File: config.mk
export PLATFORM = sky130hd
export DESIGN_NAME = l2_arbiter
export DESIGN_NICKNAME = d
export VERILOG_FILES = /design/src/rtl/l2_arbiter.sv
export SDC_FILE = /design/constraint.sdc
export NUM_CORES = 1
export LEC_CHECK = 0
export CAP_MARGIN = 20
export CORE_AREA = 8 8 545 547
export DETAILED_ROUTE_END_ITERATION = 8
export DIE_AREA = 0 0 553 555
export PLACE_DENSITY_LB_ADDON = 0.05
export SLEW_MARGIN = 10
export SYNTH_ARGS = -nofsm -noshare
export SYNTH_HDL_FRONTEND = slang
export SYNTH_SLANG_ARGS = --single-unit
File: constraint.sdc
create_clock -name clk -period 1.95 [get_ports clk]
set_input_delay 0.195 -clock clk [delete_from_list [all_inputs] [get_ports clk]]
set_output_delay 0.195 -clock clk [all_outputs]
set_load 0.005 [all_outputs]
File: src/rtl/l2_arbiter.sv
// l2_arbiter: round-robin arbiter merging I-cache and D-cache line requests onto one L2 port
//   clk, rst (async, active-low)
//   i_read/i_address -> i_rdata/i_resp           : instruction-cache line reads
//   d_read/d_write/d_address/d_wdata -> d_rdata/d_resp : data-cache line reads/writes
//   mem_read/mem_write/mem_address/mem_wdata256 <- mem_rdata256/mem_resp : L2 port
//   i_grants/d_grants                             : saturating per-port grant counters
module l2_arbiter #(
    parameter int s_offset = 5,
    parameter int s_line   = 8 * 2**s_offset,
    parameter int cnt_w    = 16
) (
    input  logic              clk,
    input  logic              rst,
    input  logic              i_read,
    input  logic [31:0]       i_address,
    output logic [s_line-1:0] i_rdata,
    output logic              i_resp,
    input  logic              d_read,
    input  logic              d_write,
    input  logic [31:0]       d_address,
    input  logic [s_line-1:0] d_wdata,
    output logic [s_line-1:0] d_rdata,
    output logic              d_resp,
    output logic              mem_read,
    output logic              mem_write,
    output logic [31:0]       mem_address,
    output logic [s_line-1:0] mem_wdata256,
    input  logic [s_line-1:0] mem_rdata256,
    input  logic              mem_resp,
    output logic [cnt_w-1:0]  i_grants,
    output logic [cnt_w-1:0]  d_grants
);
    typedef enum logic [1:0] {IDLE, SERVE_I, SERVE_D} state_t;
    state_t            state_q, state_d;
    logic              last_d_q, last_d_d;
    logic [31:0]       addr_q, addr_d;
    logic [s_line-1:0] wdata_q, wdata_d;
    logic              write_q, write_d;
    logic [cnt_w-1:0]  i_cnt_q, i_cnt_d, d_cnt_q, d_cnt_d;
    logic              d_req, grant_i, grant_d, serving;

    always_comb begin
        d_req   = d_read | d_write;
        // I wins unless D also requests and I was the last port granted
        grant_i = state_q == IDLE && i_read && (!d_req || last_d_q);
        grant_d = state_q == IDLE && d_req && !grant_i;
        state_d  = state_q;
        last_d_d = last_d_q;
        addr_d   = addr_q;
        wdata_d  = wdata_q;
        write_d  = write_q;
        i_cnt_d  = i_cnt_q;
        d_cnt_d  = d_cnt_q;
        if (grant_i) begin
            state_d  = SERVE_I;
            last_d_d = 1'b0;
            addr_d   = i_address;
            wdata_d  = '0;
            write_d  = 1'b0;
            i_cnt_d  = i_cnt_q + cnt_w'(!(&i_cnt_q));
        end else if (grant_d) begin
            state_d  = SERVE_D;
            last_d_d = 1'b1;
            addr_d   = d_address;
            wdata_d  = d_wdata;
            write_d  = d_write;
            d_cnt_d  = d_cnt_q + cnt_w'(!(&d_cnt_q));
        end else if (state_q != IDLE && mem_resp) begin
            state_d = IDLE;
        end
        serving      = state_q != IDLE;
        mem_read     = state_q == SERVE_I || (state_q == SERVE_D && !write_q);
        mem_write    = state_q == SERVE_D && write_q;
        mem_address  = serving ? addr_q : '0;
        mem_wdata256 = serving ? wdata_q : '0;
        i_resp       = state_q == SERVE_I && mem_resp;
        d_resp       = state_q == SERVE_D && mem_resp;
        i_rdata      = i_resp ? mem_rdata256 : '0;
        d_rdata      = d_resp ? mem_rdata256 : '0;
    end

    always_ff @(posedge clk or negedge rst) begin
        if (!rst) begin
            state_q  <= IDLE;
            last_d_q <= 1'b1;
            addr_q   <= '0;
            wdata_q  <= '0;
            write_q  <= 1'b0;
            i_cnt_q  <= '0;
            d_cnt_q  <= '0;
        end else begin
            state_q  <= state_d;
            last_d_q <= last_d_d;
            addr_q   <= addr_d;
            wdata_q  <= wdata_d;
            write_q  <= write_d;
            i_cnt_q  <= i_cnt_d;
            d_cnt_q  <= d_cnt_d;
        end
    end

    assign i_grants = i_cnt_q;
    assign d_grants = d_cnt_q;
endmodule

==> results of run 1 <==
==> final cells by class <==
| type | instances | area, µm² |
|---|---|---|
| Antenna cell | 52 | 130.1 |
| Clock buffer | 86 | 1603 |
| Clock inverter | 13 | 161.4 |
| Fill cell | 32516 | 244700 |
| Inverter | 4 | 15.01 |
| Multi-Input combinational cell | 1309 | 8735 |
| Sequential cell | 324 | 8110 |
| Tap cell | 3800 | 4755 |
| Timing Repair Buffer | 1882 | 20640 |
==> cell families (layout without fill, tap and decap cells) <==
family | count (synthesis) | in the layout | synth area share, %
AND/OR/NAND/NOR | 950 | 950 | 32.77
AO/OA/AOI/OAI | 326 | 326 | 14.91
flip-flops | 324 | 324 | 46.45
buffers and inverters | 168 | 1985 | 4.106
XOR/XNOR | 28 | 28 | 1.405
adder cells (fa/ha/maj) | 5 | 5 | 0.3583
other | 0 | 52 | 0
==> power by group through the flow <==
stage	Combinational [µW]	Sequential [µW]	Clock, µW
global placement	33600	11200	0
CTS	34200	11100	10700
global route	36500	11400	10800
detailed placement	33100	11200	0
floorplan	10400	10500	0
finish	34000	11000	9940
==> worst register-to-register path, cell delays in order (launching register included) <==
cell	delay [ns]
sky130_fd_sc_hd__dfrtp_2	0.43
sky130_fd_sc_hd__or2_4	0.27
sky130_fd_sc_hd__buf_4	0.17
sky130_fd_sc_hd__buf_16	0.16
sky130_fd_sc_hd__buf_6	0.16
sky130_fd_sc_hd__nor2_4	0.17
sky130_fd_sc_hd__buf_12	0.20
sky130_fd_sc_hd__buf_12	0.26
sky130_fd_sc_hd__a22o_1	0.23
==> per-stage QoR <==
stage          total power (µW)  TNS, ns  hold slack (ns)  utilization (%)  worst slack [ns]
6_report                  54990  -588.56          0.09480            15.28           -0.9047
5_1_grt                   58700  -739.16          0.04161            15.24            -1.053
4_1_cts                   55950  -767.21        0.0001746            15.06            -1.054
3_5_place_dp              44290  -355.20           0.1167            14.02           -0.8111
3_3_place_gp              44740  -355.11           0.1176            14.02           -0.8048
2_1_floorplan             20920        0          -0.1006                -          0.005109
==> flip-flops by register name (all words and copies together) (netlist names) <==
| register | count |
|---|---|
| state_q | 2 |
| addr_q | 32 |
| d_grants | 16 |
| write_q | 1 |
| wdata_q | 256 |
| last_d_q | 1 |
| i_grants | 16 |
==> worst max path at each step <==
stage | from | to | cells after the start
after floorplan | i_grants[9]$_DFFE_PN0P_ | i_grants[12]$_DFFE_PN0P_ | 8
after global placement | mem_resp | i_rdata[206] | 6
after detailed placement | mem_resp | i_rdata[206] | 6
after CTS | state_q[0]$_DFFE_PN0P_ | d_rdata[79] | 6
after global routing | state_q[1]$_DFFE_PN0P_ | i_rdata[148] | 7
final | state_q[1]$_DFFE_PN0P_ | d_rdata[135] | 7
==> repair_timing <==
item                       in CTS  in global routing
cloned                          7                 16
setup buffers                  18                 22
hold endpoints to repair      383                  0
gates resized for setup       487                329
setup endpoints to repair    1153               1150
hold buffers                   95                  0
pin swaps                       3                 11
==> per-layer routing <==
metal	GRT usage [%]	routed length (µm)
met1	18.84	103400
met5	0	523
met4	2.423	4995
met2	26.68	120700
met3	6.730	26110
==> layout by cell type (no fill, tap or decap), types with 13 or more instances in the layout <==
cell type and count:
sky130_fd_sc_hd__a21oi_1 64, sky130_fd_sc_hd__a22o_1 256, sky130_fd_sc_hd__and2_1 772, sky130_fd_sc_hd__and2_4 26
sky130_fd_sc_hd__buf_12 225, sky130_fd_sc_hd__buf_16 17, sky130_fd_sc_hd__buf_2 35, sky130_fd_sc_hd__buf_4 259
sky130_fd_sc_hd__buf_6 32, sky130_fd_sc_hd__clkbuf_1 20, sky130_fd_sc_hd__clkbuf_16 69, sky130_fd_sc_hd__clkbuf_2 47
sky130_fd_sc_hd__clkdlybuf4s15_2 23, sky130_fd_sc_hd__clkdlybuf4s50_1 1042, sky130_fd_sc_hd__dfrtp_1 322, sky130_fd_sc_hd__diode_2 52
sky130_fd_sc_hd__dlygate4sd2_1 60, sky130_fd_sc_hd__dlygate4sd3_1 94, sky130_fd_sc_hd__dlymetal6s2s_1 25, sky130_fd_sc_hd__nand2_1 54
sky130_fd_sc_hd__nand3_1 13, sky130_fd_sc_hd__nor2_1 38, sky130_fd_sc_hd__xnor2_1 13, sky130_fd_sc_hd__xor2_1 15
==> flow_summary.toml, run 1 <==
[die]
design.core.area_um2 = 288900
initial_core_util_pct = 6.044
top_level_ports = 1418
die-area_um2 = 306900
row_count = 198
die_y_um = 555
die_w_um = 553

[critical_path]
end_kind = "output port"
cpLargestDelayFamily = "buffers and inverters"
timing.critical_path.arrival_ns = 2.66
r2r_cells = 8
largest_stage_delay_worst_path_ns = 0.59
timing.critical_path.fanout_max = 11
ff_to_ff_end = "wdata_q[65]$_DFFE_PN0P_"
path_class = "flop to output port"
timing.critical_path.from_type = "flop"
r2r_slack_ns = -0.23
critical_path_required_ns = 1.75
critical_path.n_buffers_inverters = 5
timing.rr.start = "state_q[0]$_DFFE_PN0P_"
critical-path-slowest-cell = "sky130_fd_sc_hd__clkdlybuf4s50_1"
crit_chain = "buf_6 > and3_4 > buf_12 > clkbuf_16 > buf_8 > and2_1 > clkdlybuf4s50_1"

[sta]
final_hold_violations = 0
worst_slew_pin_slew_ns = 0.6839
fmax_mhz = 350.3
setup_viol = 1095
slew_viol_final = 0
post_layout_minimum_cycle_time_ns = 2.855
rsz0062_at_grt = "yes"
slew_headroom_pct = 54.26
post-route-period-util_pct = 146.4
fin_ws_ns = -0.9047
fin_worst_skew_ns = 0.06244

[logic_synthesis]
ys_ff_latch = 324
post_synth_num_cell_types = 36
number_of_synthesized_flops_with_an_enable_pin = 0
post_synthesis_net_count = 2388
post-synth-top-count-cell = "sky130_fd_sc_hd__and2_1"
synthTopCellsByCount = "sky130_fd_sc_hd__and2_1 (801), sky130_fd_sc_hd__dfrtp_1 (323), sky130_fd_sc_hd__a22o_1 (256), sky130_fd_sc_hd__clkbuf_1 (100), sky130_fd_sc_hd__a21oi_1 (64)"
yosys-top-cells-area = "sky130_fd_sc_hd__dfrtp_1 (46%), sky130_fd_sc_hd__and2_1 (29%), sky130_fd_sc_hd__a22o_1 (13%)"
synth_top_flop_cell = "sky130_fd_sc_hd__dfrtp_1"
synth_largest_area_cell = "sky130_fd_sc_hd__dfrtp_1"
synth.avg_cell_area_um2 = 9.694
synth_sequential_area_ratio_pct = 46.45
yosysWarningCount = 0
synth.top_cell.area_share_pct = 46.29
ys_async_sr_fraction_pct = 100.0
syn-cell-area_um2 = 17460
post_syn_instances = 1801

[final_layout]
nets_finish = 4163
post-route-cell-area_um2 = 44150
layout-drive-gt1-share_pct = 21.64
final_cell_count_without_fillers = 7470
area_delta_synth_final_pct = 152.9

[placed_design]
placed_cell_area_um2 = 40500
portBuffers = 1417
dp_hpwl_mm = 219.6
place.gp.congestion = 0.8438
post-place-cells = 7162

[power]
p_int_uw = 32800
power.combinational.fraction_pct = 61.9
pwr-share-seq_pct = 20.0
netSwitchingPower_uw = 22190
sw_frac_of_total_pct = 40.35
powerDensity_nw_per_um2 = 1246
worst_ir_drop_vdd_v = 0.0006971
p_leak_uw = 0.01865
part_of_the_total_power_dissipated_in_the_clock_network_pct = 18.1

[worst_hold_path]
holdPathStages = 3
holdCritPathClass = "input pin to flop"
hold-path-endpoint = "addr_q[13]$_DFFE_PN0P_"
hp-start = "d_address[13]"

[clock_tree]
cts-htree-levels = 2
tritoncts_clock_tree = "yes"
cts-root-to-sink-buffers = 3
clk_pin_slew_ns = 0.05
cts_sinks = 324
clk_latency_ns = 0.70
clk_root_buffer_cell = "sky130_fd_sc_hd__clkbuf_16"
cts_made_buffers = 55

[global_routing]
antenna_found_initial = 148
globalRoute.totalOverflow = 0
vias_in_the_first_global_route = 23281
grt_max_degree = 56
grtUsageTotal_pct = 15.74
grt_first_pass_wirelength_mm = 309.4

[job]
cap_viol_max_count = 0

[routing]
first_pass_iters = 5
drt-total-wl_mm = 255.7
dr.first_iter.drc_count = 1077
number_of_nets_still_failing_antenna_checks_after_routing = 0
vias = 21787
route.detailed.vias_per_inst = 2.917
average_wire_per_cell_in_the_routed_design_um = 34.23
post-route-drc-count = 0

[outcome]
violations_in_the_final_reports = "negative setup slack"
run_status = "finished with violations"
Note: power is estimated with default switching activity, not from simulation.
==> run 2: changes to the inputs <==
- GPL_ROUTABILITY_DRIVEN: default -> 0
==> run 2 against run 1 <==
  * The flow still finishes with violations (negative setup slack)
  * Wire length fell by 0.58%
  * Worst setup slack gained 0.13 ns
  * Critical path depth decreased by 2
  * Combinational power up 6.5%
  * Maximum frequency is 5.0% higher
  * Core utilization up 0.69 points
  * Sequential power hardly changed
  * Flip-flop and latch count did not move
  * Non-clock buffer count increased by 86
  * Worst hold slack improved by 0.026 ns
  * Critical path type unchanged
  * Critical endpoint is now mem_wdata256[91]
  * Largest cell class unchanged
  * Highest routed layer unchanged
==> flow_summary.toml, run 2 (same netlist as run 1, synthesis figures left out) <==
[power]
p_leak_uw = 0.02163
power.combinational.fraction_pct = 62.8
post-layout-total-power_uw = 57730
p_int_uw = 34910
pwr-share-seq_pct = 19.2
sw_frac_of_total_pct = 39.53
worst_ir_drop_vdd_v = 0.0006883
netSwitchingPower_uw = 22820
powerDensity_nw_per_um2 = 1251
part_of_the_total_power_dissipated_in_the_clock_network_pct = 18.0

[die]
initial_core_util_pct = 6.044
design.core.area_um2 = 288900
die_y_um = 555
row_count = 198
die_w_um = 553
die-area_um2 = 306900
top_level_ports = 1418

[global_routing]
grt_first_pass_wirelength_mm = 309.8
grt_max_degree = 72
globalRoute.totalOverflow = 0
vias_in_the_first_global_route = 23367
antenna_found_initial = 138
grtUsageTotal_pct = 15.78

[clock_tree]
tritoncts_clock_tree = "yes"
cts_made_buffers = 56
cts-root-to-sink-buffers = 3
clk_latency_ns = 0.66
clk_root_buffer_cell = "sky130_fd_sc_hd__clkbuf_16"
clk_pin_slew_ns = 0.06
cts-htree-levels = 2
cts_sinks = 324

[critical_path]
crit_chain = "or2_4 > buf_12 > buf_16 > and2_2 > clkdlybuf4s50_1"
path_class = "flop to output port"
ff_to_ff_end = "i_grants[12]$_DFFE_PN0P_"
largest_stage_delay_worst_path_ns = 0.46
timing.critical_path.fanout_max = 31
timing.rr.start = "i_grants[11]$_DFFE_PN0P_"
critical-path-slowest-cell = "sky130_fd_sc_hd__clkdlybuf4s50_1"
r2r_cells = 8
critical_path.n_buffers_inverters = 3
path_depth = 5
end_kind = "output port"
r2r_slack_ns = -0.22
timing.critical_path.arrival_ns = 2.52
critical_path_required_ns = 1.75
timing.critical_path.from_type = "flop"
cpLargestDelayFamily = "buffers and inverters"

[outcome]
run_status = "finished with violations"
violations_in_the_final_reports = "negative setup slack"

[placed_design]
portBuffers = 1417
dp_slack_ns = -0.9545
dp_hpwl_mm = 216.0

[routing]
vias = 22213
drt-total-wl_mm = 254.2
dr.first_iter.drc_count = 916
post-route-drc-count = 0
average_wire_per_cell_in_the_routed_design_um = 33.70
route.detailed.vias_per_inst = 2.945
number_of_nets_still_failing_antenna_checks_after_routing = 0
first_pass_iters = 5

[worst_hold_path]
hold-path-endpoint = "addr_q[16]$_DFFE_PN0P_"
holdCritPathClass = "input pin to flop"
hp-start = "d_address[16]"
holdPathStages = 3

[sta]
final.setup.tns_ns = -432.21
fmax_mhz = 367.7
worst_slew_pin_slew_ns = 0.6197
slew_viol_final = 0
post_layout_minimum_cycle_time_ns = 2.720
rsz0062_at_grt = "yes"
fin_worst_skew_ns = 0.05744
slew_headroom_pct = 58.55
post-route-period-util_pct = 139.5
final_hold_violations = 0
fin_ws_ns = -0.7699
setup_viol = 965

[final_layout]
finalCoreUtilization_pct = 15.97
fill_cells = 32454
final_cell_mix = "sky130_fd_sc_hd__clkdlybuf4s50_1 (674), sky130_fd_sc_hd__and2_1 (578), sky130_fd_sc_hd__dfrtp_1 (323), sky130_fd_sc_hd__buf_4 (272), sky130_fd_sc_hd__buf_6 (259)"
area_delta_synth_final_pct = 164.2
reg.largest.list = "wdata_q: 256 flops, addr_q: 32 flops"
flip_flop_count_of_the_largest_register_after_layout = 256
layout-drive-gt1-share_pct = 36.56
regMostFlops = "wdata_q"
nets_finish = 4250
mostFrequentLayoutCell = "sky130_fd_sc_hd__clkdlybuf4s50_1"

[job]
cap_viol_max_count = 0
-- run 2: area by class of cell --
cell class,instances,area [µm²],share of cell area (%)
well taps,3800,4755,10.31
inverters,4,15.01,0.03255
clock inverters,17,193.9,0.4204
diodes,37,92.59,0.2007
repair buffers,1968,22070,47.85
flip-flops and latches,324,8109,17.58
clock buffers,84,1677,3.634
multi-input cells,1309,9218,19.98
-- run 2: power groups by stage --
| stage | Clock, µW | Combinational [µW] | Sequential [µW] |
|---|---|---|---|
| global placement | 0 | 33700 | 11200 |
| floorplan | 0 | 10400 | 10500 |
| finish | 10400 | 36200 | 11100 |
| global route | 11300 | 38800 | 11400 |
| detailed placement | 0 | 33200 | 11200 |
| CTS | 11200 | 37000 | 11100 |
-- run 2: worst max path at each step --
stage                             from                        to  slack [ns]
6_report        state_q[0]$_DFFE_PN0P_          mem_wdata256[91]       -0.77
5_1_grt         state_q[1]$_DFFE_PN0P_          mem_wdata256[80]       -0.89
4_1_cts         state_q[0]$_DFFE_PN0P_          mem_wdata256[53]       -0.90
3_5_place_dp                  mem_resp              i_rdata[200]       -0.95
3_3_place_gp                  mem_resp              i_rdata[200]       -1.00
2_1_floorplan  i_grants[9]$_DFFE_PN0P_  i_grants[12]$_DFFE_PN0P_       0.005
-- run 2: stage by stage --
step                      std cells  hold slack (ns)  instance area, µm²
after detailed placement       7184          0.09948               40710
final                          7543           0.1207               46130
after global routing           7509          0.03528               46050
after global placement         7184           0.1042               40710
after CTS                      7457        0.0004065               45430
after floorplan                1801          -0.1006               17460
-- run 2: layer usage --
metal	track usage (%)	up-vias	wire length (µm)
li1	-	9822	-
met1	18.71	10926	103000
met2	26.73	1120	120100
met3	7.168	249	26350
met4	2.187	96	4141
met5	0	-	633
-- run 2: worst reg2reg max path, delay by kind of cell (launching register included) --
kind / cells / cell delay, ns
XOR/XNOR: 1 / 0.12
adder cells (fa/ha/maj): 2 / 0.44
flip-flops: 1 / 0.39
AND/OR/NAND/NOR: 5 / 1.07
-- run 2: timing repair --
action / 4_1_cts / 5_1_grt
pin swaps: 71 / 34
setup endpoints to repair: 979 / 1028
cloned: 38 / 5
buffers inserted: 101 / 60
hold endpoints to repair: 279 / 0
resized for setup: 1850 / 607
hold buffers: 35 / 0
